[src/rtl/alu_result_buffer.sv]
// alu_result_buffer
//   Captures 64-bit ALU results with their 5-bit opcode into a small FIFO and
//   drains them onto a 32-bit bus. Multiply/divide results (opcodes 2, 3) go
//   out as two beats (low word, then high word); everything else is a single
//   low-word beat. Opcodes above 13 are illegal: they drain as one beat with
//   zeroed data and bus_err set.
//
// Ports
//   clk, resetn            clock, synchronous active-low reset
//   in_valid/in_ready      ALU-side handshake, in_sel opcode, in_result data
//   bus_valid/bus_ready    bus-side handshake, bus_data beat
//   bus_last, bus_hi       final beat of entry / beat is the high word
//   bus_err, bus_zero      head opcode illegal / head result is zero
//   count                  FIFO occupancy in entries
module alu_result_buffer #(
   parameter int DEPTH = 2,
   parameter int PTR_W = 1
) (
   input  logic             clk,
   input  logic             resetn,
   input  logic             in_valid,
   output logic             in_ready,
   input  logic [4:0]       in_sel,
   input  logic [63:0]      in_result,
   output logic             bus_valid,
   input  logic             bus_ready,
   output logic [31:0]      bus_data,
   output logic             bus_last,
   output logic             bus_hi,
   output logic             bus_err,
   output logic             bus_zero,
   output logic [PTR_W:0]   count
);

   typedef enum logic {LO, HI} beat_t;

   localparam logic [PTR_W:0]   FULL_CNT = (PTR_W+1)'(DEPTH);
   localparam logic [PTR_W:0]   CNT_ONE  = (PTR_W+1)'(1);
   localparam logic [PTR_W-1:0] PTR_ONE  = PTR_W'(1);

   logic [63:0]      mem_res [DEPTH];
   logic [4:0]       mem_sel [DEPTH];
   logic [PTR_W-1:0] wr_ptr, rd_ptr;
   beat_t            state, state_nxt;

   logic        push, pop, free;
   logic        wide;
   logic [63:0] head_res;
   logic [4:0]  head_sel;

   assign head_res = mem_res[rd_ptr];
   assign head_sel = mem_sel[rd_ptr];
   assign wide     = (head_sel == 5'd2) | (head_sel == 5'd3);

   assign in_ready = resetn & (count < FULL_CNT);
   assign push     = in_valid & in_ready;
   assign pop      = bus_valid & bus_ready;

   // Storage carries no reset; only pointers/count/state qualify it.
   always_ff @(posedge clk) begin
      if (push) begin
         mem_res[wr_ptr] <= in_result;
         mem_sel[wr_ptr] <= in_sel;
      end
   end

   always_ff @(posedge clk) begin
      if (!resetn) begin
         wr_ptr <= '0;
         rd_ptr <= '0;
         count  <= '0;
         state  <= LO;
      end else begin
         state <= state_nxt;
         if (push) wr_ptr <= wr_ptr + PTR_ONE;
         if (free) rd_ptr <= rd_ptr + PTR_ONE;
         case ({push, free})
            2'b10:   count <= count + CNT_ONE;
            2'b01:   count <= count - CNT_ONE;
            default: count <= count;
         endcase
      end
   end

   // Beat FSM and head decode. An entry is freed only on its last beat, so
   // the low beat of a wide result leaves the head in place for the high beat.
   always_comb begin
      state_nxt = state;
      free      = 1'b0;
      bus_valid = 1'b0;
      bus_data  = '0;
      bus_last  = 1'b0;
      bus_hi    = 1'b0;
      bus_err   = 1'b0;
      bus_zero  = 1'b0;
      if (count != '0) begin
         bus_valid = 1'b1;
         bus_err   = head_sel > 5'd13;
         bus_zero  = wide ? (head_res == 64'd0) : (head_res[31:0] == 32'd0);
         case (state)
            LO: begin
               bus_data = bus_err ? 32'd0 : head_res[31:0];
               bus_last = ~wide;
               if (pop) begin
                  if (wide) state_nxt = HI;
                  else      free      = 1'b1;
               end
            end
            HI: begin
               bus_data = head_res[63:32];
               bus_hi   = 1'b1;
               bus_last = 1'b1;
               if (pop) begin
                  state_nxt = LO;
                  free      = 1'b1;
               end
            end
            default: state_nxt = LO;
         endcase
      end
   end

endmodule

[config.mk]
export PLATFORM = sky130hd
export DESIGN_NAME = alu_result_buffer
export DESIGN_NICKNAME = d
export VERILOG_FILES = /design/src/rtl/alu_result_buffer.sv
export SDC_FILE = /design/constraint.sdc
export NUM_CORES = 1
export LEC_CHECK = 0
export CORE_UTILIZATION = 50
export DETAILED_ROUTE_END_ITERATION = 8
export PLACE_DENSITY = 0.78
export SETUP_SLACK_MARGIN = 0.15
export SLEW_MARGIN = 20
export SYNTH_ARGS = -nofsm -noshare
export SYNTH_HDL_FRONTEND = slang
export SYNTH_SLANG_ARGS = --single-unit
export TNS_END_PERCENT = 20
[constraint.sdc]
create_clock -name clk -period 5.1 [get_ports clk]
set_input_delay 1.02 -clock clk [delete_from_list [all_inputs] [get_ports clk]]
set_output_delay 1.02 -clock clk [all_outputs]
set_load 0.02 [all_outputs]
==> results of run 1 <==
[cells by family (layout without fill, tap and decap cells)]
group / Yosys count / after routing / share of synthesized area [%]
fa+ha+maj: 1 / 1 / 0.2206
compound gates: 47 / 47 / 5.362
simple gates: 73 / 73 / 7.260
xor+xnor: 2 / 2 / 0.3090
mux: 64 / 64 / 11.30
buf+inv: 17 / 152 / 1.412
flops: 142 / 142 / 74.14
[worst max-delay path, cell delays in order, from the launching register on]
cell	delay, ns
dfxtp_4	0.74
nor4b_1	0.47
nand4_1	0.22
o22ai_1	0.17
a21oi_1	0.13
a2111oi_2	0.31
clkdlybuf4s50_1	0.69
[through the flow]
| stage | hold slack [ns] | utilization [%] |
|---|---|---|
| after global placement | 0.4825 | 63.66 |
| after floorplan | 0.4736 | - |
| after CTS | 0.5291 | 69.18 |
| after global routing | 0.5761 | 69.18 |
| final | 0.5296 | 69.18 |
| after detailed placement | 0.5072 | 63.66 |
[area by class of cell]
cell class / count / area, sq um / share of cell area [%]
clock inverter: 14 / 173.9 / 2.299
multi-input combinational: 187 / 1395 / 18.44
timing repair buffer: 118 / 1176 / 15.55
sequential: 142 / 4208 / 55.62
clock buffer: 18 / 429.2 / 5.673
tap: 140 / 175.2 / 2.316
inverter: 2 / 7.507 / 0.09924
[where the power goes]
group / switching [mW] / total [mW] / internal, mW
registers: 0.0785 / 1.45 / 1.37
logic: 0.370 / 0.705 / 0.334
clock network: 0.428 / 1.24 / 0.807
[flip-flops by register name, indices dropped and copies added, names as in the netlist, named ones only]
register,cells
wr_ptr,1
mem_sel,8
state,1
mem_res,128
count,2
rd_ptr,1
[cell usage in the layout (no fill, tap or decap), types with 3 or more instances in the layout]
cell type and count:
a21boi_0 4, and2_1 4, buf_4 6, bufinv_16 4, clkbuf_16 17, clkdlybuf4s50_1 111
clkinv_1 4, clkinv_2 3, dfxtp_1 5, edfxtp_1 136, mux2i_1 64, nand2_1 6
nand3_1 10, nand4_1 3, nor2_1 10, nor4_1 25, nor4b_1 3, o21ai_0 3
o22ai_1 34, or3_1 4
[per-layer routing]
metal	part of all wire, %	wire, um	vias up	global-route usage (%)
met4	1.3	176	0	7.819
met3	7.1	937	15	6.148
met5	0	0	-	0
li1	-	-	1661	-
met2	51	6760	151	39.01
met1	40	5265	1783	30.23
[worst max path at each step]
stage | startpoint | to | depth (start not counted)
after global routing | flip-flop | bus_zero | 5
after detailed placement | flip-flop | bus_zero | 5
final | flip-flop | bus_zero | 6
after floorplan | resetn | mem_res[0][0] | 3
after CTS | flip-flop | bus_zero | 5
after global placement | flip-flop | bus_zero | 5
==> run summary, run 1 <==
Top Ports: 113
Fillers: 748
Dpl ws: 1.403 ns
Synth area leader: edfxtp_1
Max cap viols: 0
RePlAce Congestion: 0.7874
CTS H-Tree Depth: 4
Non-Filler Instances: 621
TritonCTS clock tree: done
Post-route design area: 7565 sq um
Ant. Diodes: 0
DRC Markers: 0
Gr usage total: 23.56%
Power Density: 448.1 nW/um^2
Yosys cell types: 30
Post-synth EDFFs: 136
Layout cells sized above 1: 7.900%
Fin. Hold Viols: 0
# resized after CTS: 0
Postcts setup bufs: 0
CP Max Fanout: 38
Largest net degree at the start of global routing: 39
DR pass1 iterations: 4
Hold Path Stages: 2
Final Power: 3.390 mW
Worst hold endpoint: rd_ptr
Max clock buf depth: 2
HP Start: rd_ptr
Cell Rows: 38
Seq/Total Area, Yosys: 74.14%
Root Driver: clkbuf_16
Synth warn: 0
Wire length per cell: 21.16 um
Detail Route Antenna Nets: 0
Worst-margin pin slew: 0.7992 ns
Lkg Pwr: 2.366 nW
Post-synthesis sequential element count: 142
Element type at the critical path start: flip-flop
Share of the synthesized area in the top cell type: 72.02%
Num CTS Buffers: 17
Core area: 10940 sq um
Count leader, synth: edfxtp_1
Slew HR: 46.72%
Gr ovfl total: 0
Worst min path class: reg2reg
# setup viols final: 0
Nets: 542
DR iter-0 viols: 278
Max VDD drop: 0.2714 mV
Synth cell count leaders: edfxtp_1, mux2i_1, o22ai_1
Worst Setup End Kind: output pin
Detailed placement HPWL: 9104 um
Final WS setup: 0.9340 ns
Cells after synthesis: 346
Final wirelength: 13140 um
Final Max Tran Viols: 0
Mean Syn Cell Area: 16.39 sq um
Initial antenna violation count: 0
RSZ-0062 raised after global routing: no
Total vias in the final route: 3610
DIE WIDTH: 108.5 um
Die area: 11770 sq um
Setup TNS: 0 ns
Fmax: 240.0 MHz
Input/output buffers: 111
Post-DP Area: 6962 sq um
Cell Area, Synth: 5670 sq um
Worst-path clk slew: 0.05 ns
Clock latency on the worst-skew pair: 0.41 ns
Placed insts: 589
Reg2reg path depth: 7
Starting density of the core: 51.85%
Flop-to-flop setup slack: 2.70 ns
Reg-to-Reg End: count[1]
Post-Synthesis Net Count: 420
Crit Path Category: reg2out
Final Skew: 0.005487 ns
Dominant cells by area after synthesis: edfxtp_1, mux2i_1, o22ai_1, nor4_1, dfxtp_1
Main flop type after synthesis: edfxtp_1
Status: finished clean
CTS Sinks: 142
WP data required: 4.08 ns
Layout area overhead: 33.41%
Ys async rst share: 0%
Fin crit period: 4.166 ns
Die span in y: 108.5 um
First-pass GRT wire length: 19590 um
Fin crit share: 81.69%
Hold-fix buffers, CTS: 0
Vias in the first global route: 3591
Worst EP arrival: 3.15 ns
Vias per cell: 5.813
Power figures use the tool's default switching activity.
==> inputs of run 2 (changes only) <==
--- a/config.mk
+++ b/config.mk
@@ -5,9 +5,9 @@
 export SDC_FILE = /design/constraint.sdc
 export NUM_CORES = 1
 export LEC_CHECK = 0
-export CORE_UTILIZATION = 50
+export CORE_UTILIZATION = 46
 export DETAILED_ROUTE_END_ITERATION = 8
-export PLACE_DENSITY = 0.78
+export PLACE_DENSITY = 0.75
 export SETUP_SLACK_MARGIN = 0.15
 export SLEW_MARGIN = 20
 export SYNTH_ARGS = -nofsm -noshare
==> constraint.sdc (replaced) <==
create_clock -name clk -period 3.6 [get_ports clk]
set_input_delay 0.72 -clock clk [delete_from_list [all_inputs] [get_ports clk]]
set_output_delay 0.72 -clock clk [all_outputs]
set_load 0.02 [all_outputs]
==> run 2 against run 1 <==
  * Flip-flop and latch count is the same
  * Final cell count up 1.4%
  * Wire length down 0.32%
  * Register-to-register slack lost 1.1 ns
  * Via count about the same
  * Critical path depth is the same
  * Clock skew hardly changed
  * Hold slack worse by 0.016 ns
  * Cell area grew 0.99%
  * Global-route usage down 2.1 points
  * Clock-buffer cell count grew 2
  * Critical path type unchanged
==> run summary, run 2 (synthesis gave the netlist of run 1 again) <==
Starting density of the core: 47.21%
Fin crit period: 3.449 ns
Sw frac: 26.40%
Clk network pwr share: 36.8%
DIE WIDTH: 113.0 um
Cell Rows: 40
Hold_ws: 0.5135 ns
Final Power: 4.872 mW
Final Max Tran Viols: 0
Detail Route Antenna Nets: 0
Nets: 544
Die span in y: 113.0 um
Ant. Diodes: 0
WP data required: 2.88 ns
Met3 usage: 5.196%
Max cap viols: 0
Num CTS Buffers: 17
Final Skew: 0.005740 ns
Max clock buf depth: 2
Worst EP arrival: 2.73 ns
Slowest stage delay, CP: 0.67 ns
Gr usage total: 21.47%
CP max stage cell: clkdlybuf4s50_1
Max VDD drop: 0.3140 mV
Crit Path Category: reg2out
Root Driver: clkbuf_16
DR iter-0 viols: 251
TritonCTS clock tree: done
DRC Markers: 0
Worst min path class: reg2reg
Final core utilization: 63.60%
CTS Sinks: 142
Hold-fix buffers, CTS: 0
Grt met2 use: 36.24%
Most frequent cells in the layout: edfxtp_1, clkdlybuf4s50_1, mux2i_1
Fin. Hold Viols: 0
Fin crit share: 95.81%
Worst-path clk slew: 0.06 ns
Clock latency on the worst-skew pair: 0.42 ns
Die area: 12770 sq um
First-pass GRT wire length: 19920 um
Vias per cell: 5.733
Seq pwr share: 41.3%
Flop-to-flop setup slack: 1.58 ns
Dpl ws: 0.3711 ns
Leading cell type in the layout, fill and taps excluded: edfxtp_1
Top Ports: 113
Layout cells sized above 1: 8.696%
Critical path cell sequence: nor2b_1, a22oi_1, or3_1, buf_4, o22ai_1, clkdlybuf4s50_1
Fmax: 289.9 MHz
Element type at the critical path start: flip-flop
Max reg flops: 128
Routing usage on met1: 26.63%
Biggest regs: mem_res x128, mem_sel x8, count x2
Power Density: 637.7 nW/um^2
Total vias in the final route: 3612
DR pass1 iterations: 5
# setup viols final: 0
Final WS setup: 0.1507 ns
Top reg by flops: mem_res
Worst Setup End Kind: output pin
Worst-margin pin slew: 0.5574 ns
Core area: 12010 sq um
Detailed placement HPWL: 9023 um
Status: finished clean
Input/output buffers: 111
Slew HR: 62.50%
Setup TNS: 0 ns
RSZ-0062 raised after global routing: yes
Initial antenna violation count: 0
P_sw: 1.286 mW
Internal Pwr Total: 3.585 mW
Post-route design area: 7640 sq um
RePlAce Congestion: 0.7922
CTS H-Tree Depth: 4
Layout area overhead: 34.73%
Vias in the first global route: 3775
Final wirelength: 13100 um
Placed insts: 597
Gr ovfl total: 0
Non-Filler Instances: 630
Gr busiest metal: met2
Wire length per cell: 20.79 um
Combinational share of power: 21.9%
Lkg Pwr: 2.410 nW
Post-DP Area: 7003 sq um
Largest net degree at the start of global routing: 69
CP Max Fanout: 32
==> run 2: cell types whose count changed in the layout (fill, tap and decap cells not counted), sizes merged <==
cell           delta
buf               +2
clkinvlp          +1
clkinv            -3
clkdlybuf4s50     -3
dlygate4sd2       +2
dlymetal6s2s      +1
clkbuf            +2
==> run 2: worst paths after layout <==
check            start     endpoint  depth (start not counted)
max reg2reg  flip-flop     count[1]                          7
min             rd_ptr    flip-flop                          2
min reg2reg     rd_ptr    flip-flop                          2
max          flip-flop  bus_data[4]                          6
==> run 2: cell type report <==
type / count / area (sq um)
Timing Repair Buffer: 120 / 1227
Fill cell: 858 / 4372
Multi-Input combinational cell: 187 / 1408
Clock buffer: 20 / 436.7
Inverter: 2 / 7.507
Tap cell: 147 / 183.9
Sequential cell: 142 / 4208
Clock inverter: 12 / 168.9
==> run 2: metal layers <==
| layer | vias to the layer above | routed length, um |
|---|---|---|
| met5 | - | 0 |
| met4 | 0 | 280 |
| met3 | 21 | 668 |
| met2 | 132 | 6737 |
| met1 | 1793 | 5410 |
| li1 | 1666 | - |
==> run 2: power by group through the flow <==
stage	logic [mW]	clock network, mW	registers (mW)
2_1_floorplan	0.606	0	2.03
3_3_place_gp	1.02	0	2.05
3_5_place_dp	1.03	0	2.06
4_1_cts	1.07	1.81	2.01
5_1_grt	1.12	1.88	2.03
6_report	1.06	1.79	2.01
==> run 2: worst max-delay path: cells and delay by family, from the launching register on <==
family	cells	cell delay, ns
and+or+nand+nor	2	0.52
AOI/OAI and AO/OA	2	0.41
DFF	1	0.44
buffers and inverters	2	0.93
==> run 2: what timing repair did <==
action,CTS,global route
endpoints found under the setup margin,28,8
setup buffers,1,0
resized for setup,6,1
gates cloned,0,0
